**src/rtl/piso_serializer.sv**
```systemverilog
// Parallel-in serial-out stage feeding a SIPO, LSB first, with a 1-entry holding buffer.
// Latency: first bit on s_out one cycle after accept; back-to-back words have no idle bit.
// Backpressure: in_ready = !buf_full (registered); en=0 freezes the serial stream only.
module piso_serializer #(
  parameter int WIDTH = 4
) (
  input  logic             clk,
  input  logic             reset,
  input  logic [WIDTH-1:0] p_in,
  input  logic             p_valid,
  output logic             in_ready,
  input  logic             en,
  output logic             s_out,
  output logic             s_valid,
  output logic             s_last,
  output logic             busy
);

  localparam int CW = (WIDTH > 1) ? $clog2(WIDTH) : 1;
  localparam logic [CW-1:0] LAST_CNT = CW'(WIDTH - 1);

  localparam logic [0:0] IDLE  = 1'b0;
  localparam logic [0:0] SHIFT = 1'b1;

  logic [0:0]       state;
  logic [WIDTH-1:0] shift_q;
  logic [CW-1:0]    cnt;
  logic [WIDTH-1:0] buf_q;
  logic             buf_full;

  logic accept;
  logic at_last;
  logic advance;
  logic word_end;
  logic load_buf;
  logic load_in;
  logic to_buf;

  // The buffer can only be refilled while it is empty, so in_ready never
  // depends on p_valid.
  assign in_ready = !buf_full;
  assign accept   = p_valid && in_ready;

  assign at_last  = (state == SHIFT) && (cnt == LAST_CNT);
  assign advance  = (state == SHIFT) && en;
  assign word_end = advance && at_last;

  // A freeing shifter takes the buffered word first, else a bypassed new word.
  // An idle shifter loads a new word even when en is low.
  assign load_buf = word_end && buf_full;
  assign load_in  = accept && ((state == IDLE) || (word_end && !buf_full));
  assign to_buf   = accept && !load_in;

  assign s_valid = (state == SHIFT);
  assign s_out   = s_valid && shift_q[0];
  assign s_last  = at_last;
  assign busy    = s_valid || buf_full;

  // Shifter and bit counter: load, advance on en, or drop to idle after the last bit.
  always_ff @(posedge clk or negedge reset) begin
    if (!reset) begin
      state   <= IDLE;
      shift_q <= '0;
      cnt     <= '0;
    end else if (load_buf) begin
      state   <= SHIFT;
      shift_q <= buf_q;
      cnt     <= '0;
    end else if (load_in) begin
      state   <= SHIFT;
      shift_q <= p_in;
      cnt     <= '0;
    end else if (word_end) begin
      state   <= IDLE;
      shift_q <= '0;
      cnt     <= '0;
    end else if (advance) begin
      shift_q <= shift_q >> 1;
      cnt     <= cnt + 1'b1;
    end
  end

  // Holding buffer: captures a word while the shifter is occupied, drains on word end.
  always_ff @(posedge clk or negedge reset) begin
    if (!reset) begin
      buf_q    <= '0;
      buf_full <= 1'b0;
    end else if (load_buf) begin
      buf_full <= 1'b0;
    end else if (to_buf) begin
      buf_q    <= p_in;
      buf_full <= 1'b1;
    end
  end

endmodule
```
**config.mk**
```make
export PLATFORM = sky130hd
export DESIGN_NAME = piso_serializer
export DESIGN_NICKNAME = d
export VERILOG_FILES = /design/src/rtl/piso_serializer.sv
export SDC_FILE = /design/constraint.sdc
export NUM_CORES = 1
export LEC_CHECK = 0
export CAP_MARGIN = 5
export CORE_UTILIZATION = 53
export DETAILED_ROUTE_END_ITERATION = 12
export GPL_TIMING_DRIVEN = 0
export PLACE_DENSITY = 0.9
export RECOVER_POWER = 50
export SLEW_MARGIN = 20
export SYNTH_ARGS = -nofsm -noshare
export SYNTH_HDL_FRONTEND = slang
export SYNTH_SLANG_ARGS = --single-unit
```
**constraint.sdc**
```tcl
create_clock -name clk -period 3.1 [get_ports clk]
set_input_delay 0.62 -clock clk [delete_from_list [all_inputs] [get_ports clk]]
set_output_delay 0.62 -clock clk [all_outputs]
set_load 0.1 [all_outputs]
```
==> out/metrics.cfg <==
[job]
drv_cap = 0

[global_routing]
grt_pass1_wl_um = 2570
antenna_found_initial = 0
grt_pass1_vias = 598
grt-ovfl-total = 0
gr-usage-all-layers = 0.261
grt_max_degree = 13

[worst_setup_path]
critPathMaxFanout = 9
r2r_slack_ns = 1.58
timing.rr.end = buf_q[2]
endpoint = s_last
startpoint = cnt[0]
path_cells = ha_1, buf_6, and2_1, clkdlybuf4s50_1
slowest_stage = clkdlybuf4s50_1
cp-start-kind = flip-flop
path_class = reg2out
timing.rr.start = cnt[0]
r2r_cells = 5
crit_arrival_ns = 2.23
worstPathRequired_ns = 2.48
endpoint_kind = output pin
max_stage_delay_ns = 1.12

[floorplan]
ios = 13
fp.dieH_um = 38.3
start_util = 0.597
dieArea_um2 = 1470
core_um2 = 1170
die_x_um = 38.3
rows = 12

[synth]
synth-simple-area-share = 0.190
synth_nets = 81
synth.mux.area_fraction = 0.100
syn_area_per_cell_um2 = 9.71
ys_seq_area_frac = 0.429
synth.area.top_cells = dfrtp_1 (43%), mux2_4 (8.6%), a21oi_1 (7.9%)
ys_types = 27
synth_top_family_by_area = compound AO/OA/AOI/OAI gates
ys_warn_count = 0
synth_compound_area_frac = 0.199
yosys.area.top_type = dfrtp_1
syn_area_um2 = 699
synthCells = 72
synth_xor_area_frac = 0
ys_ff_latch = 12
synth_top_area_frac = 0.429
synthAdderAreaFrac = 0.0179

[pwr]
seqPwrFrac = 0.333
p_int_uw = 433
p_switching_uw = 329
power_density_nw_per_um2 = 872
combPwrFrac = 0.485
p_leak_uw = 0.000409
p_sw_frac = 0.432
vdd_drop_max_v = 0.000531
p_clk_frac = 0.183

[cts]
cts_hold_buf = 0
cts-root-buf = clkbuf_4
tritoncts = yes
ctsResizeCount = 0
clkTransAtPathRegs_ns = 0.09
clock_path_buffers = 2
postCtsSetupBuffers = 0
numCtsBuffers = 3
cts.sinks = 12
clock_latency_ns = 0.30
htree_num_levels = 1

[timing]
setup_viol = 0
fin_crit_sh = 0.918
layout_min_cycle_time_ns = 2.85
rsz0062_at_grt = no
slew_viol_final = 0
max_slew_margin = 0.356
hold-worst-slack_ns = 0.499
clock.fmax_mhz = 351
fin_tns_setup_ns = 0
fin_worst_skew_ns = 0.00880
tightest_slew_ns = 0.963
hold_violations = 0

[drt]
first_iter_violations = 32
drcViolationCount = 0
drt-wirelength-per-cell_um = 15.2
dr_total_vias = 606
met1_length_um = 688
wl_met2_um = 707
firstDrtPassIters = 4
routed_wl_um = 1550
wl_met3_um = 100
ant_nets = 0
vias_per_cell = 5.94
top_layer = met4

[finish]
area_delta_synth_final_pct = 24.9
final_cell_area_um2 = 873
layout-drive-gt1-share = 0.205
nNetsFinal = 98
mostFrequentLayoutCells = dfrtp_1 (12), a21oi_1 (11), clkdlybuf4s50_1 (9)
nFillCells = 82
antennaDiodeCount = 0
final_common_cell = dfrtp_1

[placed_design]
postPlaceCellArea_um2 = 837
dpl.hpwl_um = 1080
port_buffers = 12
routabilityCongestion = 0.795

[status]
status = finished, final reports clean

[worst_hold_path]
hp-class = reg2reg

[metal layers]
layer,track usage,vias to the layer above
met5,0,-
met4,0.170,0
met3,0.105,6
met2,0.390,27
met1,0.305,291
li1,-,282
[worst min path at each step]
stage                     from    endpoint  slack, ns  depth (start not counted)
floorplan                reset    buf_full       0.32                          0
global placement    shift_q[0]  shift_q[0]       0.47                          2
detailed placement  shift_q[0]  shift_q[0]       0.48                          2
CTS                 shift_q[0]  shift_q[0]       0.50                          2
global route        shift_q[0]  shift_q[0]       0.53                          2
finish              shift_q[0]  shift_q[0]       0.50                          2
[through the flow]
| stage | setup WS (ns) | total power (µW) | util | cells |
|---|---|---|---|---|
| final | 0.253 | 762 | 0.746 | 102 |
| after global routing | 0.173 | 797 | 0.746 | 102 |
| after CTS | 0.241 | 759 | 0.746 | 102 |
| after detailed placement | 0.569 | 622 | 0.715 | 98 |
| after global placement | 0.578 | 608 | 0.715 | 98 |
| after floorplan | 0.492 | 538 | - | 72 |
[synthesized netlist by cell type (all sizes together)]
cell type,n
a21bo,1
a21boi,1
a21oi,12
a31oi,1
and2,2
and2b,2
buf,3
dfrtp,12
ha,1
inv,4
mux2,4
mux2i,1
nand2,8
nand2b,1
nand3,3
nor2,4
nor3,4
o211ai,1
o21ai,5
o31ai,1
or2,1
[critical path: cells and delay by family (launching register included)]
family | cells | cell delay (ns)
fa+ha+maj | 1 | 0.17
buf+inv | 2 | 1.26
flops | 1 | 0.38
simple gates | 1 | 0.12
[cell families (layout without fill, tap and decap cells)]
logic type / Yosys count / in the layout
AOI/OAI and AO/OA: 22 / 22
and+or+nand+nor: 25 / 25
muxes: 5 / 5
buffers and inverters: 7 / 23
adders and majority gates: 1 / 1
DFF: 12 / 12
[power by group through the flow]
stage	combinational, µW	clock [µW]	sequential, µW
4_1_cts	369	138	252
2_1_floorplan	292	0	246
3_3_place_gp	358	0	250
5_1_grt	393	147	258
3_5_place_dp	367	0	255
6_report	369	139	253
[state kept, by name, summed over array words and instances, names as in the netlist]
name	cells
buf_q	4
shift_q	4
cnt	2
buf_full	1
s_valid	1
[final cells by class]
| cell class | instances | area (µm²) | share of cell area |
|---|---|---|---|
| multi-input combinational | 53 | 354 | 0.405 |
| sequential | 12 | 300 | 0.344 |
| timing repair buffer | 12 | 120 | 0.138 |
| clock buffer | 4 | 36.3 | 0.0415 |
| buffer | 3 | 30.0 | 0.0344 |
| tap | 14 | 17.5 | 0.0201 |
| inverter | 4 | 15.0 | 0.0172 |
Note: power is estimated with default switching activity, not from simulation.
